--- src/rtl/instr_serializer_pkg.sv ---
// Shared types and constants for the instruction write-side serializer.
// The state encoding is fixed so the fetch path can decode the same values.
package instr_serializer_pkg;

    typedef enum logic [1:0] {
        IDLE  = 2'd0,
        BYTE0 = 2'd1,
        BYTE1 = 2'd2,
        BYTE2 = 2'd3
    } state_e;

    localparam logic [7:0] LONG_OPCODE = 8'h18;
    localparam int         BYTE_W      = 8;

endpackage

--- src/rtl/rom_write_pointer.sv ---
// Bit-addressed ROM pointer: clears to the start address and advances one byte per strobe.
// Wrap-around at 2^PTR_W is silent; the same block is reused by the fetch side.
module rom_write_pointer #(
    parameter int PTR_W = 9,
    parameter int START = 0,
    parameter int STEP  = 8
) (
    input  logic             clk,
    input  logic             rst_n,
    input  logic             i_inc,
    output logic [PTR_W-1:0] o_ptr,
    output logic [PTR_W-1:0] o_ptr_nxt
);

    localparam logic [PTR_W-1:0] START_PTR = PTR_W'(START);
    localparam logic [PTR_W-1:0] STEP_PTR  = PTR_W'(STEP);

    logic [PTR_W-1:0] r_ptr;
    logic [PTR_W-1:0] w_ptr_nxt;

    assign w_ptr_nxt = r_ptr + STEP_PTR;

    always_ff @(posedge clk or negedge rst_n) begin
        if (!rst_n) begin
            r_ptr <= START_PTR;
        end else if (i_inc) begin
            r_ptr <= w_ptr_nxt;
        end
    end

    assign o_ptr     = r_ptr;
    assign o_ptr_nxt = w_ptr_nxt;

endmodule

--- src/rtl/instr_serializer.sv ---
// Splits 32-bit instruction words into 1 or 3 bytes (MSB first) and writes them
// to consecutive bit-addressed ROM locations; byte [7:0] of a word is never stored.
module instr_serializer
    import instr_serializer_pkg::*;
#(
    parameter int         size_for_fetch       = BYTE_W,
    parameter int         size_for_out_bus     = 32,
    parameter int         start_address_of_rom = 0,
    parameter int         size_of_pointer      = 9,
    parameter int         addr_step            = 8,
    parameter logic [7:0] long_opcode          = LONG_OPCODE
) (
    input  logic                        clk,
    input  logic                        reset,
    input  logic                        start_from_source,
    input  logic [size_for_out_bus-1:0] data_from_source,
    output logic                        ready_for_source,
    output logic [size_for_fetch-1:0]   data_for_memory,
    output logic                        write_enable,
    output logic [size_of_pointer-1:0]  address_for_memory,
    input  logic                        ready_from_memory,
    output logic [15:0]                 instr_count
);

    localparam int F      = size_for_fetch;
    localparam int KEEP_W = 2 * F;
    localparam int LSB_W  = size_for_out_bus - 3 * F;
    localparam logic [size_of_pointer-1:0] START_PTR = size_of_pointer'(start_address_of_rom);

    state_e                     r_state;
    logic                       r_long;
    logic [KEEP_W-1:0]          r_word;
    logic                       r_rdy;
    logic                       r_we;
    logic [F-1:0]               r_data;
    logic [size_of_pointer-1:0] r_addr;
    logic [15:0]                r_cnt;

    logic                       w_accept;
    logic [size_of_pointer-1:0] w_ptr;
    logic [size_of_pointer-1:0] w_ptr_nxt;
    logic                       w_unused_lsb;

    // Only bytes 1 and 2 need to be kept; byte 0 goes straight to the output.
    assign w_unused_lsb = ^data_from_source[LSB_W-1:0];
    assign w_accept     = (r_state != IDLE) && ready_from_memory;

    rom_write_pointer #(
        .PTR_W (size_of_pointer),
        .START (start_address_of_rom),
        .STEP  (addr_step)
    ) u_ptr (
        .clk       (clk),
        .rst_n     (reset),
        .i_inc     (w_accept),
        .o_ptr     (w_ptr),
        .o_ptr_nxt (w_ptr_nxt)
    );

    always_ff @(posedge clk or negedge reset) begin
        if (!reset) begin
            r_state <= IDLE;
            r_long  <= 1'b0;
            r_word  <= '0;
            r_rdy   <= 1'b1;
            r_we    <= 1'b0;
            r_data  <= '0;
            r_addr  <= START_PTR;
            r_cnt   <= '0;
        end else begin
            case (r_state)
                IDLE: begin
                    if (start_from_source) begin
                        r_word  <= data_from_source[size_for_out_bus-F-1 -: KEEP_W];
                        r_long  <= (data_from_source[size_for_out_bus-1 -: F] == long_opcode);
                        r_data  <= data_from_source[size_for_out_bus-1 -: F];
                        r_addr  <= w_ptr;
                        r_we    <= 1'b1;
                        r_rdy   <= 1'b0;
                        r_state <= BYTE0;
                    end
                end
                BYTE0: begin
                    if (ready_from_memory) begin
                        if (r_long) begin
                            r_data  <= r_word[KEEP_W-1 -: F];
                            r_addr  <= w_ptr_nxt;
                            r_state <= BYTE1;
                        end else begin
                            r_we    <= 1'b0;
                            r_rdy   <= 1'b1;
                            r_cnt   <= r_cnt + 16'd1;
                            r_state <= IDLE;
                        end
                    end
                end
                BYTE1: begin
                    if (ready_from_memory) begin
                        r_data  <= r_word[F-1:0];
                        r_addr  <= w_ptr_nxt;
                        r_state <= BYTE2;
                    end
                end
                BYTE2: begin
                    // Completion lands in IDLE, so a start on this edge waits one cycle.
                    if (ready_from_memory) begin
                        r_we    <= 1'b0;
                        r_rdy   <= 1'b1;
                        r_cnt   <= r_cnt + 16'd1;
                        r_state <= IDLE;
                    end
                end
            endcase
        end
    end

    assign ready_for_source   = r_rdy;
    assign write_enable       = r_we;
    assign data_for_memory    = r_data;
    assign address_for_memory = r_addr;
    assign instr_count        = r_cnt;

endmodule

--- config.mk ---
export PLATFORM = sky130hd
export DESIGN_NAME = instr_serializer
export DESIGN_NICKNAME = d
export VERILOG_FILES = /design/src/rtl/instr_serializer_pkg.sv /design/src/rtl/rom_write_pointer.sv /design/src/rtl/instr_serializer.sv
export SDC_FILE = /design/constraint.sdc
export NUM_CORES = 1
export LEC_CHECK = 0
export ABC_AREA = 1
export CAP_MARGIN = 20
export CORE_ASPECT_RATIO = 1.1
export CORE_MARGIN = 4
export CORE_UTILIZATION = 45
export CTS_CLUSTER_SIZE = 16
export DETAILED_ROUTE_END_ITERATION = 10
export PLACE_DENSITY_LB_ADDON = 0.3
export SLEW_MARGIN = 20
export SYNTH_ARGS = -nofsm -noshare
export SYNTH_HDL_FRONTEND = slang
export SYNTH_SLANG_ARGS = --single-unit
--- constraint.sdc ---
create_clock -name clk -period 4.02 [get_ports clk]
set_clock_uncertainty 0.1 [all_clocks]
set_input_delay 1.206 -clock clk [delete_from_list [all_inputs] [get_ports clk]]
set_output_delay 1.206 -clock clk [all_outputs]
set_load 0.02 [all_outputs]
Word-level counts from Yosys, hierarchy flattened --
Index checks and enable logic that the tools add are counted.
Storage, ports and cells: bits in registers 63, input bits 36, output and inout bits 35, word-level logic and storage cells 62
Cells by class: $add $sub $neg 2, equal/unequal tests 10, muxes and demuxes 30, reduce and logical (&&, ||, !) cells 11
Operators by type and width (number):
- 2-to-1 mux 16 bit | 3
- 2-to-1 mux 9 bit | 4
- 2-to-1 mux 8 bit | 4
- one-hot mux 16 bit (2 select lines) | 1
- one-hot mux 9 bit (3 select lines) | 1
- one-hot mux 8 bit (3 select lines) | 1
- adder 16 x 1 -> 16 bit, second input constant | 1
- inequality test 2 bit, second input constant | 6
- 2-to-1 mux 2 bit | 5
- AND reduction 5 bit | 2
- adder 9 x 4 -> 9 bit, second input constant | 1
- == test 8 x 5 -> 1 bit, second input constant | 1
- 2-to-1 mux 1 bit | 8
- one-hot mux 2 bit (4 select lines) | 1
- AND reduction 4 bit | 2
- one-hot mux 1 bit (3 select lines) | 2
- nonzero test 3 bit | 2
- == test 2 bit, second input constant | 2
- nonzero test 2 bit | 2
- == test 2 x 1 -> 1 bit, second input constant | 1
- zero test 2 bit | 1
- AND reduction 2 bit | 1
- logical AND 1 bit | 1

Longest topological paths before layout --
word-level depth 4, mapped depth 11, depth with buffers taken out 9

Modules after synthesis --
From an unflattened synthesis, not the netlist that was laid out.
Unflattened totals: cells, all modules 384, area, all modules 3183.1 um^2
By module, submodules not included:
- instr_serializer | times used 1, cells each 336, area an instance 2810.2 um^2, seq. area each 1352.5 um^2
- rom_write_pointer | times used 1, cells each 48, area an instance 372.9 um^2, seq. area each 150.1 um^2

Worst setup path after synthesis --
Ideal clock, no wire load.
kind input -> register, start point input start_from_source, end point register r_word[0], setup time 0.125 ns, arrival 1.903 ns, required time 3.795 ns, path slack 1.892 ns, stages on the path 3, buffers on the path 1, path through nand2_2 -> buf_2 -> mux2_2
Between the ends: longest elaborated chain between the ends 1
RTL lines:
- start: declaration | RTL line instr_serializer.sv:15 | input logic start_from_source,
- AND reduction 2 bit (no line)
- end signal: assignment | RTL line instr_serializer.sv:74 | r_word <= data_from_source[size_for_out_bus-F-1 -: KEEP_W];
- end: declaration | RTL line instr_serializer.sv:32 | logic [KEEP_W-1:0] r_word;
Every way passes these cells. A chain may end at the register's enable or synchronous reset.

Final worst setup path --
start point register r_rdy (netlist: ready_for_source), end point output ready_for_source
RTL lines:
- start: declaration | RTL line instr_serializer.sv:33 | logic r_rdy;
- start signal: assignment | RTL line instr_serializer.sv:65 | r_rdy <= 1'b1;
- start signal: assignment | RTL line instr_serializer.sv:79 | r_rdy <= 1'b0;
- start signal: assignment | RTL line instr_serializer.sv:91 | r_rdy <= 1'b1;
- end: declaration | RTL line instr_serializer.sv:17 | output logic ready_for_source,
No word-level cell between the ends.

==> results_dict.tcl <==
set metrics [dict create \
    grt_pass1_wl_um 11380 \
    grt_max_degree 50 \
    synth-seq-cells 57 \
    path_delay_family "buffers and inverters" \
    io_buffers 59 \
    n_antenna_cell 0 \
    reg2reg_depth 8 \
    fillers 588 \
    start_util_pct 46.15 \
    ys_types 31 \
    timing.hold.ws_ps 379.3 \
    required_ps 2710 \
    grt_usage_pct 17.83 \
    row_count 31 \
    avgRoutedWirePerCell_um 12.89 \
    arrival_ps 1460 \
    cts-root-buf "clkbuf_8" \
    core_sq_um 6555 \
    nNetsFinal 466 \
    status "finished clean" \
    cts_made_buffers 9 \
    path_class "reg -> out" \
    chipWidth_um 86.18 \
    clk_pin_slew_ps 60 \
    power.leakage_nw 1.729 \
    gp_congestion 0.8300 \
    holdPathEnd "address_for_memory[6]" \
    syn_inst 360 \
    cts_sinks 57 \
    rr_startpoint "r_state[0]" \
    antenna_found_initial 0 \
    ys_seq_area_share_pct 47.19 \
    drtIter0Drc 80 \
    cts-resized-gates 0 \
    p_per_area_nw_per_um2 702.5 \
    reg2reg_to "data_for_memory[6]" \
    hp-class "reg -> reg" \
    die_h_um 94.00 \
    cts_hold_buf 0 \
    syn_area_per_cell_sq_um 8.404 \
    ios 71 \
    syn_area_sq_um 3025 \
    fin_util_pct 58.27 \
    drc_errors 0 \
    drive_above_1_share_pct 12.21 \
    overflow 0 \
    relSlewSlack_pct 58.25 \
    ys_warn_count 0 \
    holdCritStartpoint "address_for_memory[6]" \
    hold_viol_final 0 \
    fin_setup_tns_ps 0 \
    path_max_fanout 2 \
    postCtsSetupRepairBufs 0 \
    whs_path_depth 2 \
    path_buf_inv 1 \
    cap_violations 0 \
    post-dp-hpwl_um 4784 \
    reg2reg_slack_ps 1820 \
    vias 2544 \
    setup_viol 0 \
    routed_wl_um 6547 \
    cp_slowest_stage_delay_ps 600 \
    worstSetupEndpointType "output pin" \
    clockBufferDepth 2 \
    rsz0062_at_grt "false" \
    tightest_slew_ps 626.3 \
    start_kind "register" \
    period_needed_ps 2766 \
    maxSlewViolCount 0 \
    grt_pass1_vias 2664 \
    final_common_cell "nand2_1" \
    ant_nets 0 \
    min_period_over_period_pct 68.81 \
    path_cells "clkdlybuf4s50_1" \
    ir_drop_mv 0.4004 \
    die_area_sq_um 8100 \
    htree_levels 3 \
    post_drt_via_cell_ratio 5.008 \
    final_cell_mix "128 x nand2_1, 58 x clkdlybuf4s50_1, 56 x dfrtp_1" \
    dr.pass1.iters 4 \
    fmax_ghz 0.3615 \
    syn2layout_area_growth_pct 26.26 \
    cts_tree "built" \
    crit_slowest_cell "clkdlybuf4s50_1" \
    worstSkewPairLatency_ps 330 \
]
## per-layer routing
metal / vias to the layer above / global-route usage (%) / share of wire (%) / routed length (um)
met2: 66 / 30.98 / 48 / 3152
met1: 1201 / 20.32 / 43 / 2804
met3: 16 / 3.947 / 6.4 / 422
li1: 1261 / - / - / -
met4: 0 / 9.351 / 2.6 / 167
met5: - / 0 / 0 / 0
## final cells by class
class | count | area [sq um] | share of cell area (%)
clock buffers | 11 | 151.4 | 3.963
multi-input cells | 265 | 1403 | 36.72
well taps | 82 | 102.6 | 2.686
repair buffers | 60 | 595.6 | 15.59
inverters | 28 | 110.1 | 2.882
clock inverters | 5 | 30.03 | 0.7861
flip-flops and latches | 57 | 1428 | 37.37
## sequential cells by signal, indices dropped and copies added (netlist names), named ones only
signal,flops
address_for_memory,6
data_for_memory,8
instr_count,16
r_long,1
r_state,1
r_word,16
ready_for_source,1
u_ptr.o_ptr,6
write_enable,1
## cell usage after synthesis
cell type	number	share of area, %
a21oi_1	17	2.8
a21oi_2	1	0.29
buf_2	5	0.83
buf_4	4	0.99
buf_6	2	0.74
buf_8	1	0.50
clkinv_4	1	0.29
conb_1	1	0.12
dfrtp_1	56	46
dfstp_2	1	0.87
ha_1	9	3.7
inv_1	23	2.9
inv_2	4	0.50
mux2_2	16	6.0
nand2_1	128	16
nand2_2	1	0.21
nand2_4	1	0.37
nand3_1	8	1.3
nand3_4	1	0.58
nand3b_1	3	0.74
nand4_1	4	0.83
nor2_1	33	4.1
nor2_2	2	0.41
nor2_4	1	0.37
nor4_1	2	0.41
o21a_1	1	0.25
o21ai_0	13	2.2
o21ai_1	4	0.66
o21ai_2	5	1.4
xnor2_1	4	1.2
xor2_1	8	2.3
## report_power, final
| part | internal [W] | switching (W) |
|---|---|---|
| Combinational | 0.000524 | 0.000681 |
| Sequential | 0.000812 | 0.000184 |
| Clock | 0.000253 | 0.000228 |
## worst max path at each step
stage | cells past startpoint | slack [ps] | startpoint | to
floorplan | 3 | 1890 | start_from_source | r_word[0]
global placement | 9 | 1230 | start_from_source | address_for_memory[4]
detailed placement | 9 | 1200 | start_from_source | data_for_memory[6]
CTS | 1 | 1230 | ready_for_source | ready_for_source
global route | 1 | 1220 | ready_for_source | ready_for_source
finish | 1 | 1250 | ready_for_source | ready_for_source
## cell families after synthesis
logic type | synth area share (%)
AO/OA/AOI/OAI | 7.610
XOR/XNOR | 3.474
adder cells (fa/ha/maj) | 3.722
buffers and inverters | 6.699
flip-flops | 47.19
multiplexers | 5.955
other | 0.1240
AND/OR/NAND/NOR | 25.23
## stage by stage
step	cell area (sq um)	setup WS (ps)	cells	total power, W
after floorplan	3033	1892	362	0.001806
after global placement	3636	1232	492	0.002179
after detailed placement	3636	1198	492	0.002222
after CTS	3817	1234	508	0.002717
after global routing	3820	1219	508	0.002903
final	3820	1254	508	0.002683
## worst min-delay path, cell delays in order, from the launching register on
cell,delay [ps]
dfrtp_1,340
nand2_1,50
nand2_1,50
Note: power is estimated with default switching activity, not from simulation.
